==> src/rtl/unsigned_div_pkg.sv <==
// -----------------------------------------------------------------------------
// unsigned_div_pkg
// Shared types and constants for the unsigned sequential restoring divider.
//   DIV_W      : default divisor/quotient/remainder width (dividend is 2*DIV_W)
//   ERR_CODE   : all-ones value returned as quotient and remainder on
//                divide-by-zero or quotient overflow (default width)
//   div_state_e: control FSM states
// -----------------------------------------------------------------------------
package unsigned_div_pkg;

  localparam int DIV_W = 8;

  localparam logic [DIV_W-1:0] ERR_CODE = {DIV_W{1'b1}};

  typedef enum logic [1:0] {
    IDLE = 2'd0,
    CALC = 2'd1,
    DONE = 2'd2
  } div_state_e;

endpackage : unsigned_div_pkg

==> src/rtl/unsigned_div_step.sv <==
// -----------------------------------------------------------------------------
// unsigned_div_step
// One combinational iteration of restoring division.
// Ports:
//   i_r        in  W    current partial remainder (always < i_divisor)
//   i_bit_in   in  1    next dividend bit, MSB first
//   i_divisor  in  W    divisor
//   o_r_next   out W    partial remainder after this iteration
//   o_q_bit    out 1    quotient bit produced by this iteration
// -----------------------------------------------------------------------------
module unsigned_div_step
  import unsigned_div_pkg::*;
#(
  parameter int W = DIV_W
) (
  input  logic [W-1:0] i_r,
  input  logic         i_bit_in,
  input  logic [W-1:0] i_divisor,
  output logic [W-1:0] o_r_next,
  output logic         o_q_bit
);

  logic [W:0] w_t;
  logic [W:0] w_diff;

  // T needs W+1 bits: R < divisor, so T < 2*divisor and the subtraction result
  // always fits back into W bits when it is taken.
  always_comb begin
    w_t    = {i_r, i_bit_in};
    w_diff = w_t - {1'b0, i_divisor};
    if (w_t >= {1'b0, i_divisor}) begin
      o_q_bit  = 1'b1;
      o_r_next = w_diff[W-1:0];
    end else begin
      o_q_bit  = 1'b0;
      o_r_next = w_t[W-1:0];
    end
  end

endmodule : unsigned_div_step

==> src/rtl/unsigned_16by8_seq_div.sv <==
// -----------------------------------------------------------------------------
// unsigned_16by8_seq_div
// Sequential restoring divider: 2W-bit dividend / W-bit divisor, one quotient
// bit per clock, one operation in flight, valid/ready on both sides.
// Ports:
//   clk        in  1    rising-edge clock
//   rst_n      in  1    asynchronous active-low reset
//   in_valid   in  1    operands valid
//   in_ready   out 1    block can accept operands (state is IDLE)
//   dividend   in  2W   unsigned dividend
//   divisor    in  W    unsigned divisor
//   out_valid  out 1    result valid (state is DONE)
//   out_ready  in  1    consumer accepts result
//   quotient   out W    unsigned quotient (all-ones on error)
//   remainder  out W    unsigned remainder (all-ones on error)
//   div_zero   out 1    divisor was zero
//   overflow   out 1    quotient would not fit in W bits
// -----------------------------------------------------------------------------
module unsigned_16by8_seq_div
  import unsigned_div_pkg::*;
#(
  parameter int W     = DIV_W,
  parameter int CNT_W = $clog2(W)
) (
  input  logic           clk,
  input  logic           rst_n,
  input  logic           in_valid,
  output logic           in_ready,
  input  logic [2*W-1:0] dividend,
  input  logic [W-1:0]   divisor,
  output logic           out_valid,
  input  logic           out_ready,
  output logic [W-1:0]   quotient,
  output logic [W-1:0]   remainder,
  output logic           div_zero,
  output logic           overflow
);

  localparam logic [W-1:0]     ERR_ONES = {W{1'b1}};
  localparam logic [CNT_W-1:0] CNT_LAST = CNT_W'(W - 1);

  div_state_e       r_state;
  div_state_e       w_next_state;
  logic [CNT_W-1:0] r_cnt;
  logic [W-1:0]     r_divisor;
  logic [W-1:0]     r_rem;
  logic [W-1:0]     r_shift;
  logic [W-1:0]     r_quotient;
  logic [W-1:0]     r_remainder;
  logic             r_div_zero;
  logic             r_overflow;

  logic             w_accept;
  logic             w_div_zero;
  logic             w_overflow;
  logic [W-1:0]     w_r_next;
  logic             w_q_bit;

  unsigned_div_step #(
    .W (W)
  ) u_step (
    .i_r       (r_rem),
    .i_bit_in  (r_shift[W-1]),
    .i_divisor (r_divisor),
    .o_r_next  (w_r_next),
    .o_q_bit   (w_q_bit)
  );

  // Operand classification at the accept edge.
  always_comb begin
    w_accept   = in_valid && (r_state == IDLE);
    w_div_zero = (divisor == {W{1'b0}});
    w_overflow = !w_div_zero && (dividend[2*W-1:W] >= divisor);
  end

  // State register.
  always_ff @(posedge clk or negedge rst_n) begin
    if (!rst_n) begin
      r_state <= IDLE;
    end else begin
      r_state <= w_next_state;
    end
  end

  // Next-state decode; error cases skip CALC so their result is valid one
  // cycle after the accept.
  always_comb begin
    w_next_state = r_state;
    case (r_state)
      IDLE: begin
        if (w_accept) begin
          if (w_div_zero || w_overflow) begin
            w_next_state = DONE;
          end else begin
            w_next_state = CALC;
          end
        end else begin
          w_next_state = IDLE;
        end
      end
      CALC: begin
        if (r_cnt == CNT_LAST) begin
          w_next_state = DONE;
        end else begin
          w_next_state = CALC;
        end
      end
      DONE: begin
        if (out_ready) begin
          w_next_state = IDLE;
        end else begin
          w_next_state = DONE;
        end
      end
      default: w_next_state = IDLE;
    endcase
  end

  // Datapath: operand capture, iteration, and result registers.
  // r_shift starts as the low dividend half; each CALC edge consumes its MSB
  // and shifts the new quotient bit in at the LSB, so after W edges it holds
  // the quotient.
  always_ff @(posedge clk or negedge rst_n) begin
    if (!rst_n) begin
      r_cnt       <= {CNT_W{1'b0}};
      r_divisor   <= {W{1'b0}};
      r_rem       <= {W{1'b0}};
      r_shift     <= {W{1'b0}};
      r_quotient  <= {W{1'b0}};
      r_remainder <= {W{1'b0}};
      r_div_zero  <= 1'b0;
      r_overflow  <= 1'b0;
    end else begin
      case (r_state)
        IDLE: begin
          if (w_accept) begin
            r_divisor <= divisor;
            r_shift   <= dividend[W-1:0];
            r_rem     <= dividend[2*W-1:W];
            r_cnt     <= {CNT_W{1'b0}};
            if (w_div_zero) begin
              r_div_zero  <= 1'b1;
              r_overflow  <= 1'b0;
              r_quotient  <= ERR_ONES;
              r_remainder <= ERR_ONES;
            end else if (w_overflow) begin
              r_div_zero  <= 1'b0;
              r_overflow  <= 1'b1;
              r_quotient  <= ERR_ONES;
              r_remainder <= ERR_ONES;
            end else begin
              r_div_zero <= 1'b0;
              r_overflow <= 1'b0;
            end
          end
        end
        CALC: begin
          r_rem   <= w_r_next;
          r_shift <= {r_shift[W-2:0], w_q_bit};
          if (r_cnt == CNT_LAST) begin
            r_quotient  <= {r_shift[W-2:0], w_q_bit};
            r_remainder <= w_r_next;
          end else begin
            r_cnt <= r_cnt + {{(CNT_W-1){1'b0}}, 1'b1};
          end
        end
        DONE: begin
          r_cnt <= r_cnt;
        end
        default: begin
          r_cnt <= {CNT_W{1'b0}};
        end
      endcase
    end
  end

  // Handshake signals decode straight from the state register.
  always_comb begin
    in_ready  = (r_state == IDLE);
    out_valid = (r_state == DONE);
    quotient  = r_quotient;
    remainder = r_remainder;
    div_zero  = r_div_zero;
    overflow  = r_overflow;
  end

endmodule : unsigned_16by8_seq_div
==> config.mk <==
export PLATFORM = sky130hd
export DESIGN_NAME = unsigned_16by8_seq_div
export DESIGN_NICKNAME = d
export VERILOG_FILES = /design/src/rtl/unsigned_div_pkg.sv /design/src/rtl/unsigned_div_step.sv /design/src/rtl/unsigned_16by8_seq_div.sv
export SDC_FILE = /design/constraint.sdc
export NUM_CORES = 1
export LEC_CHECK = 0
export ABC_AREA = 1
export CAP_MARGIN = 20
export CELL_PAD_IN_SITES_DETAIL_PLACEMENT = 1
export CELL_PAD_IN_SITES_GLOBAL_PLACEMENT = 2
export CORE_ASPECT_RATIO = 0.75
export CORE_MARGIN = 4
export CORE_UTILIZATION = 30
export CTS_BUF_LIST = sky130_fd_sc_hd__clkbuf_8 sky130_fd_sc_hd__clkbuf_16
export DETAILED_ROUTE_END_ITERATION = 10
export HOLD_SLACK_MARGIN = 0.1
export PLACE_DENSITY = 0.83
export SYNTH_ARGS = -nofsm -noshare
export SYNTH_HDL_FRONTEND = slang
export SYNTH_SLANG_ARGS = --single-unit
==> constraint.sdc <==
create_clock -name clk -period 2.43 [get_ports clk]
set_clock_uncertainty 0.15 [all_clocks]
set_input_delay 0.243 -clock clk [delete_from_list [all_inputs] [get_ports clk]]
set_output_delay 0.243 -clock clk [all_outputs]
set_load 0.02 [all_outputs]
### Word level (Yosys, flattened, before mapping)

Index checks and enable logic that the tools add are counted.

* register bits after elaboration: 47
* latch bits: 0
* memory bits (writable): 0
* bits in read-only memories: 0
* input bits: 28
* output and inout bits: 20
* logic and storage cells: 56
* memories kept: 0

* $add $sub $neg: 2
* $mul: 0
* div/mod/pow operators: 0
* magnitude comparators: 2
* eq/ne operators: 7
* shifts and indexed selects: 0
* multiplexer cells: 24
* bitwise operators: 1
* reductions and logical operators: 11

Operators with widths (count)
* $mux 8: 8
* $pmux 8 s2: 4
* $ge 9x8->1: 1
* $pmux 3 s3: 1
* $ge 8x8->1: 1
* $logic_not 8->1: 1
* $mux 2: 4
* $sub 8x8->8: 1
* $mux 3: 2
* $pmux 2 s3: 1
* $mux 1: 4
* $ne 2x2->1 const B: 2
* $reduce_and 2->1: 2
* $reduce_and 4->1: 1
* $add 3x1->3 const B: 1
* $eq 3x3->1 const B: 1
* $ne 3x1->1 const B: 1
* $reduce_and 3->1: 1
* $eq 2x1->1 const B: 1
* $eq 2x2->1 const B: 1
* $logic_and 1x1->1: 2
* $logic_not 2->1: 1
* $ne 2x1->1 const B: 1
* $reduce_bool 2->1: 1
* 3 further kinds: 3

### Depth between registers and ports, before layout

* word-level depth: 7
* mapped depth: 14

### Modules after synthesis

Synthesis repeated with hierarchy kept, for this count alone.

* cell total of the unflattened synthesis: 371
* area, all modules: 2971.6 um^2

By module, submodules not included
* unsigned_16by8_seq_div: instances 1, cells an instance 262, area each 2317.2 um^2
* unsigned_div_step: instances 1, cells an instance 109, area each 654.4 um^2

### Least setup slack after synthesis

No wires, ideal clock.

* kind: register -> register
* start: register r_divisor[0]
* end: register r_remainder[6], in the netlist remainder[6]
* arrival time: 1.515 ns
* path slack: 0.649 ns
* stages on the path, launching flop included: 11
* path buffers: 0
* cells stage by stage: dfrtp_1 ha_1 fa_1 nor2_1 nand2_1 nand4_1 nand2_1 nand2_1 nand3_1 nand2_1 nand2_1

* cells in the longest elaborated chain, start to end: 4
* elaborated cells on any way between the ends: 5
* those cells by class: add/sub (1); order compare (1); mux (3)

RTL lines
* start: declaration: RTL line unsigned_16by8_seq_div.sv:45 `logic [W-1:0] r_divisor;`
* start signal: assignment: RTL line unsigned_16by8_seq_div.sv:126 `r_divisor <= {W{1'b0}};`
* start signal: assignment: RTL line unsigned_16by8_seq_div.sv:137 `r_divisor <= divisor;`
* $sub 8x8->8 / $ge 9x8->1 (equally long branches): RTL line unsigned_div_step.sv:30, unsigned_div_step.sv:31
* $mux 8 *: RTL line unsigned_div_step.sv:31 `if (w_t >= {1'b0, i_divisor}) begin`
* $mux 8 *: RTL line unsigned_16by8_seq_div.sv:160 `if (r_cnt == CNT_LAST) begin`
* $pmux 8 s2 *: RTL line unsigned_16by8_seq_div.sv:134 `case (r_state)`
* end signal: assignment: RTL line unsigned_16by8_seq_div.sv:130 `r_remainder <= {W{1'b0}};`
* end signal: assignment: RTL line unsigned_16by8_seq_div.sv:162 `r_remainder <= w_r_next;`
* end: declaration: RTL line unsigned_16by8_seq_div.sv:49 `logic [W-1:0] r_remainder;`

Mark *: on every way between the ends. The rest lies on a longest branch, timed or not. The select of a mux whose other input is x is not followed.
A chain may end at the register's enable or synchronous reset.

### Final worst setup path

* start: register r_state[0]
* end: output port in_ready

* cells in the longest elaborated chain, start to end: 1

RTL lines
* start: declaration: RTL line unsigned_16by8_seq_div.sv:42 `div_state_e r_state;`
* start signal: assignment: RTL line unsigned_16by8_seq_div.sv:81 `r_state <= w_next_state;`
* $logic_not 2->1: RTL line unsigned_16by8_seq_div.sv:179 `in_ready = (r_state == IDLE);`
* end: declaration: RTL line unsigned_16by8_seq_div.sv:28 `output logic in_ready,`

Every way passes these cells.

==> metrics.txt <==
insertion delay of the later-clocked pin in the worst-skew pair=roughly 280 ps; number of vias per cell=roughly 4.6; gr ovfl total=0; slew at the pin closest to its max-slew limit=between 400 and 500 ps; placer congestion estimate=about 0.79; classification of the worst setup path=reg -> out; Syn Nets=roughly 430; static leakage=between 1.5 and 2 nW; total number of vias=approximately 2600; count of unresolved DRC violations after routing=0; path type of the worst min-delay path=in -> async; number of setup buffers added after CTS=0; Place WS=between 20 and 30 ps; Pwr per Cell Area=around 1500 nW/um^2; startpoint class of the critical path=flop; Mapped Area=between 2000 and 3000 sq um; pins over their slew limit=0; minimum clock period=2200 ps; count of standard-cell rows=30; clock tree from TritonCTS=yes; maximum fanout count along the critical path=6; unrepaired setup endpoints after global routing=no; data arrival time of the critical path=approximately 1800 ps; detailed-router iteration count before antenna repair=4; clock tree buffer depth=2; Horiz. Die Dim=about 120 microns; synth-to-layout area growth=28.0%; CP endpoint kind=primary output; number of DRC violations after detailed-routing iteration 0=~130; largest net degree at the start of global routing=29; mean instance size in the synthesized netlist=~7.5 sq um; number of antenna violations at the first check in global routing=0; port buffer count=47; Required @ worst endpoint=between 2000 and 2500 ps; final setup violating endpoints=0; via count of the first global-routing pass=between 2000 and 3000; ANT cells=0; wire length per cell after detailed routing=~15 microns; TritonCTS Buffers=5; maximum VDD drop=between 300 and 400 uV; count of synthesis-stage warnings from yosys=0; number of unique standard cell types used by synthesis=30; most frequent cells in the layout=sky130_fd_sc_hd__nand2_1 (158), sky130_fd_sc_hd__dfrtp_1 (47), sky130_fd_sc_hd__clkdlybuf4s50_1 (46); CTS HTree Levels=2; number of nets in the layout=approximately 490; sequential-to-total area share from yosys stat=40.7%; CTS Root Cell=sky130_fd_sc_hd__clkbuf_16; total die area=about 11000 sq um; maximum clock rate=between 400 and 500 MHz; proportion of layout cells with a drive suffix above 1=under 10%; count of boundary I/O pins=48; period utilization=between 90% and 100%; hold violation count in the final report=0; Fin Setup TNS=0 ps; gate count of the mapped netlist=approximately 390; total length of routed wires=between 8000 and 9000 microns; number of nets still failing antenna checks after routing=0; # Max-Cap Violations=0; flop and latch count out of synthesis=between 40 and 50; outcome=finished, final reports clean; instance count after placement with tap cells included=~570; layout filler cell count=1178; overall routing resource usage=16.3%; Clk pin slew, worst setup/hold paths=60 ps; most common cell after layout, fill and taps aside=sky130_fd_sc_hd__nand2_1; Setup WS post-layout=between 200 and 250 ps; post-route insts no fill=roughly 570; relative slew slack=69.6%; effective utilization at floorplan=between 30 and 40%; wire length of the first global-routing pass=around 15000 microns; area of the placeable core=slightly above 9000 sq um; post-detailed-placement half-perimeter wirelength=7050 microns; DIE HEIGHT=~93 microns; clock net sink count=between 40 and 50
[synthesized netlist by cell type]
| master | number | area (sq um) |
|---|---|---|
| sky130_fd_sc_hd__nand2_1 | 158 | 593 |
| sky130_fd_sc_hd__dfrtp_1 | 47 | 1180 |
| sky130_fd_sc_hd__inv_1 | 44 | 165 |
| sky130_fd_sc_hd__nand3_1 | 29 | 145 |
| sky130_fd_sc_hd__o21ai_0 | 22 | 110 |
| sky130_fd_sc_hd__ha_1 | 18 | 225 |
| sky130_fd_sc_hd__nor2_1 | 17 | 63.8 |
| sky130_fd_sc_hd__o211ai_1 | 8 | 60.1 |
| sky130_fd_sc_hd__a21oi_1 | 5 | 25.0 |
| sky130_fd_sc_hd__inv_2 | 5 | 18.8 |
| sky130_fd_sc_hd__nand2_4 | 4 | 45.0 |
| sky130_fd_sc_hd__nand4_1 | 4 | 25.0 |
| sky130_fd_sc_hd__nor2_4 | 4 | 45.0 |
| sky130_fd_sc_hd__buf_2 | 2 | 10.0 |
| sky130_fd_sc_hd__nand2_2 | 2 | 12.5 |
| sky130_fd_sc_hd__xnor2_1 | 2 | 17.5 |
| sky130_fd_sc_hd__a21o_1 | 1 | 7.51 |
| sky130_fd_sc_hd__buf_6 | 1 | 11.3 |
| sky130_fd_sc_hd__buf_8 | 1 | 15.0 |
| sky130_fd_sc_hd__clkbuf_1 | 1 | 3.75 |
| sky130_fd_sc_hd__clkinv_4 | 1 | 8.76 |
| sky130_fd_sc_hd__fa_1 | 1 | 20.0 |
| sky130_fd_sc_hd__nand2_8 | 1 | 20.0 |
| sky130_fd_sc_hd__nand3_2 | 1 | 10.0 |
| sky130_fd_sc_hd__nand4_4 | 1 | 21.3 |
| sky130_fd_sc_hd__nor3_1 | 1 | 5.00 |
| sky130_fd_sc_hd__o21ai_2 | 1 | 8.76 |
| sky130_fd_sc_hd__o311ai_0 | 1 | 8.76 |
| sky130_fd_sc_hd__or2_2 | 1 | 6.26 |
| sky130_fd_sc_hd__xor2_1 | 1 | 8.76 |
[metal layers]
| metal | vias up | GRT usage, % | share of wire, % |
|---|---|---|---|
| li1 | 1340 | - | - |
| met1 | 1243 | 24.3 | 53 |
| met2 | 53 | 24.4 | 42 |
| met3 | 6 | 3.69 | 4.1 |
| met4 | 0 | 2.61 | 0.69 |
| met5 | - | 0 | 0 |
[repair_timing]
item / CTS / global route
setup endpoints to repair: 0 / 1
gates resized for setup: 0 / 1
hold buffers: 1 / 0
endpoints found under the hold margin: 17 / 0
[report_power, final]
part | total [mW] | switching [mW] | internal [mW]
logic | 3.34 | 2.10 | 1.24
registers | 1.42 | 0.240 | 1.18
clock network | 0.640 | 0.274 | 0.366
[path summary, 6_finish.rpt]
check | start | endpoint | slack (ps) | depth (start not counted)
worst max-delay path | r_state[0] | in_ready | 230 | 2
worst min-delay path | rst_n | quotient[4] | 290 | 2
worst max register to register | r_rem[2] | r_rem[5] | 230 | 11
worst min register to register | quotient[1] | quotient[1] | 330 | 2
max in group asynchronous | rst_n | r_divisor[7] | 1260 | 3
min in group clk | quotient[1] | quotient[1] | 330 | 2
[per-stage QoR]
step                      util, %  power, mW  hold WS (ps)  instance area [sq um]
after floorplan                 -       3.66          -203                   2890
after global placement       38.6       4.66          61.3                   3560
after detailed placement     38.6       4.79          60.1                   3560
after CTS                    40.1       5.46           298                   3700
after global routing         40.1       5.98           339                   3700
final                        40.1       5.40           294                   3700
[state kept, by name, indices dropped and copies added (netlist names)]
register   count
quotient       8
div_zero       1
r_divisor      8
overflow       1
r_rem          8
remainder      8
r_shift        8
r_cnt          3
r_state        2
[critical path, stage by stage (launching register included)]
cell	delay, ps
sky130_fd_sc_hd__dfrtp_1	500
sky130_fd_sc_hd__nor2_1	340
sky130_fd_sc_hd__clkdlybuf4s50_1	690
[layout make-up]
type / count / area (sq um) / area share, %
Inverter: 50 / 193 / 5.20
Multi-Input combinational cell: 283 / 1490 / 40.1
Sequential cell: 47 / 1180 / 31.8
Tap cell: 128 / 160 / 4.33
Timing Repair Buffer: 59 / 558 / 15.1
Clock inverter: 1 / 3.75 / 0.101
Clock buffer: 5 / 125 / 3.38
[cell families (layout without fill, tap and decap cells)]
family	Yosys count	in the layout	synth area share, %
compound gates	38	38	7.61
fa+ha+maj	19	19	8.48
flops	47	47	40.7
simple gates	223	223	34.3
buf+inv	55	115	8.04
xor+xnor	3	3	0.908
Power figures use the tool's default switching activity.
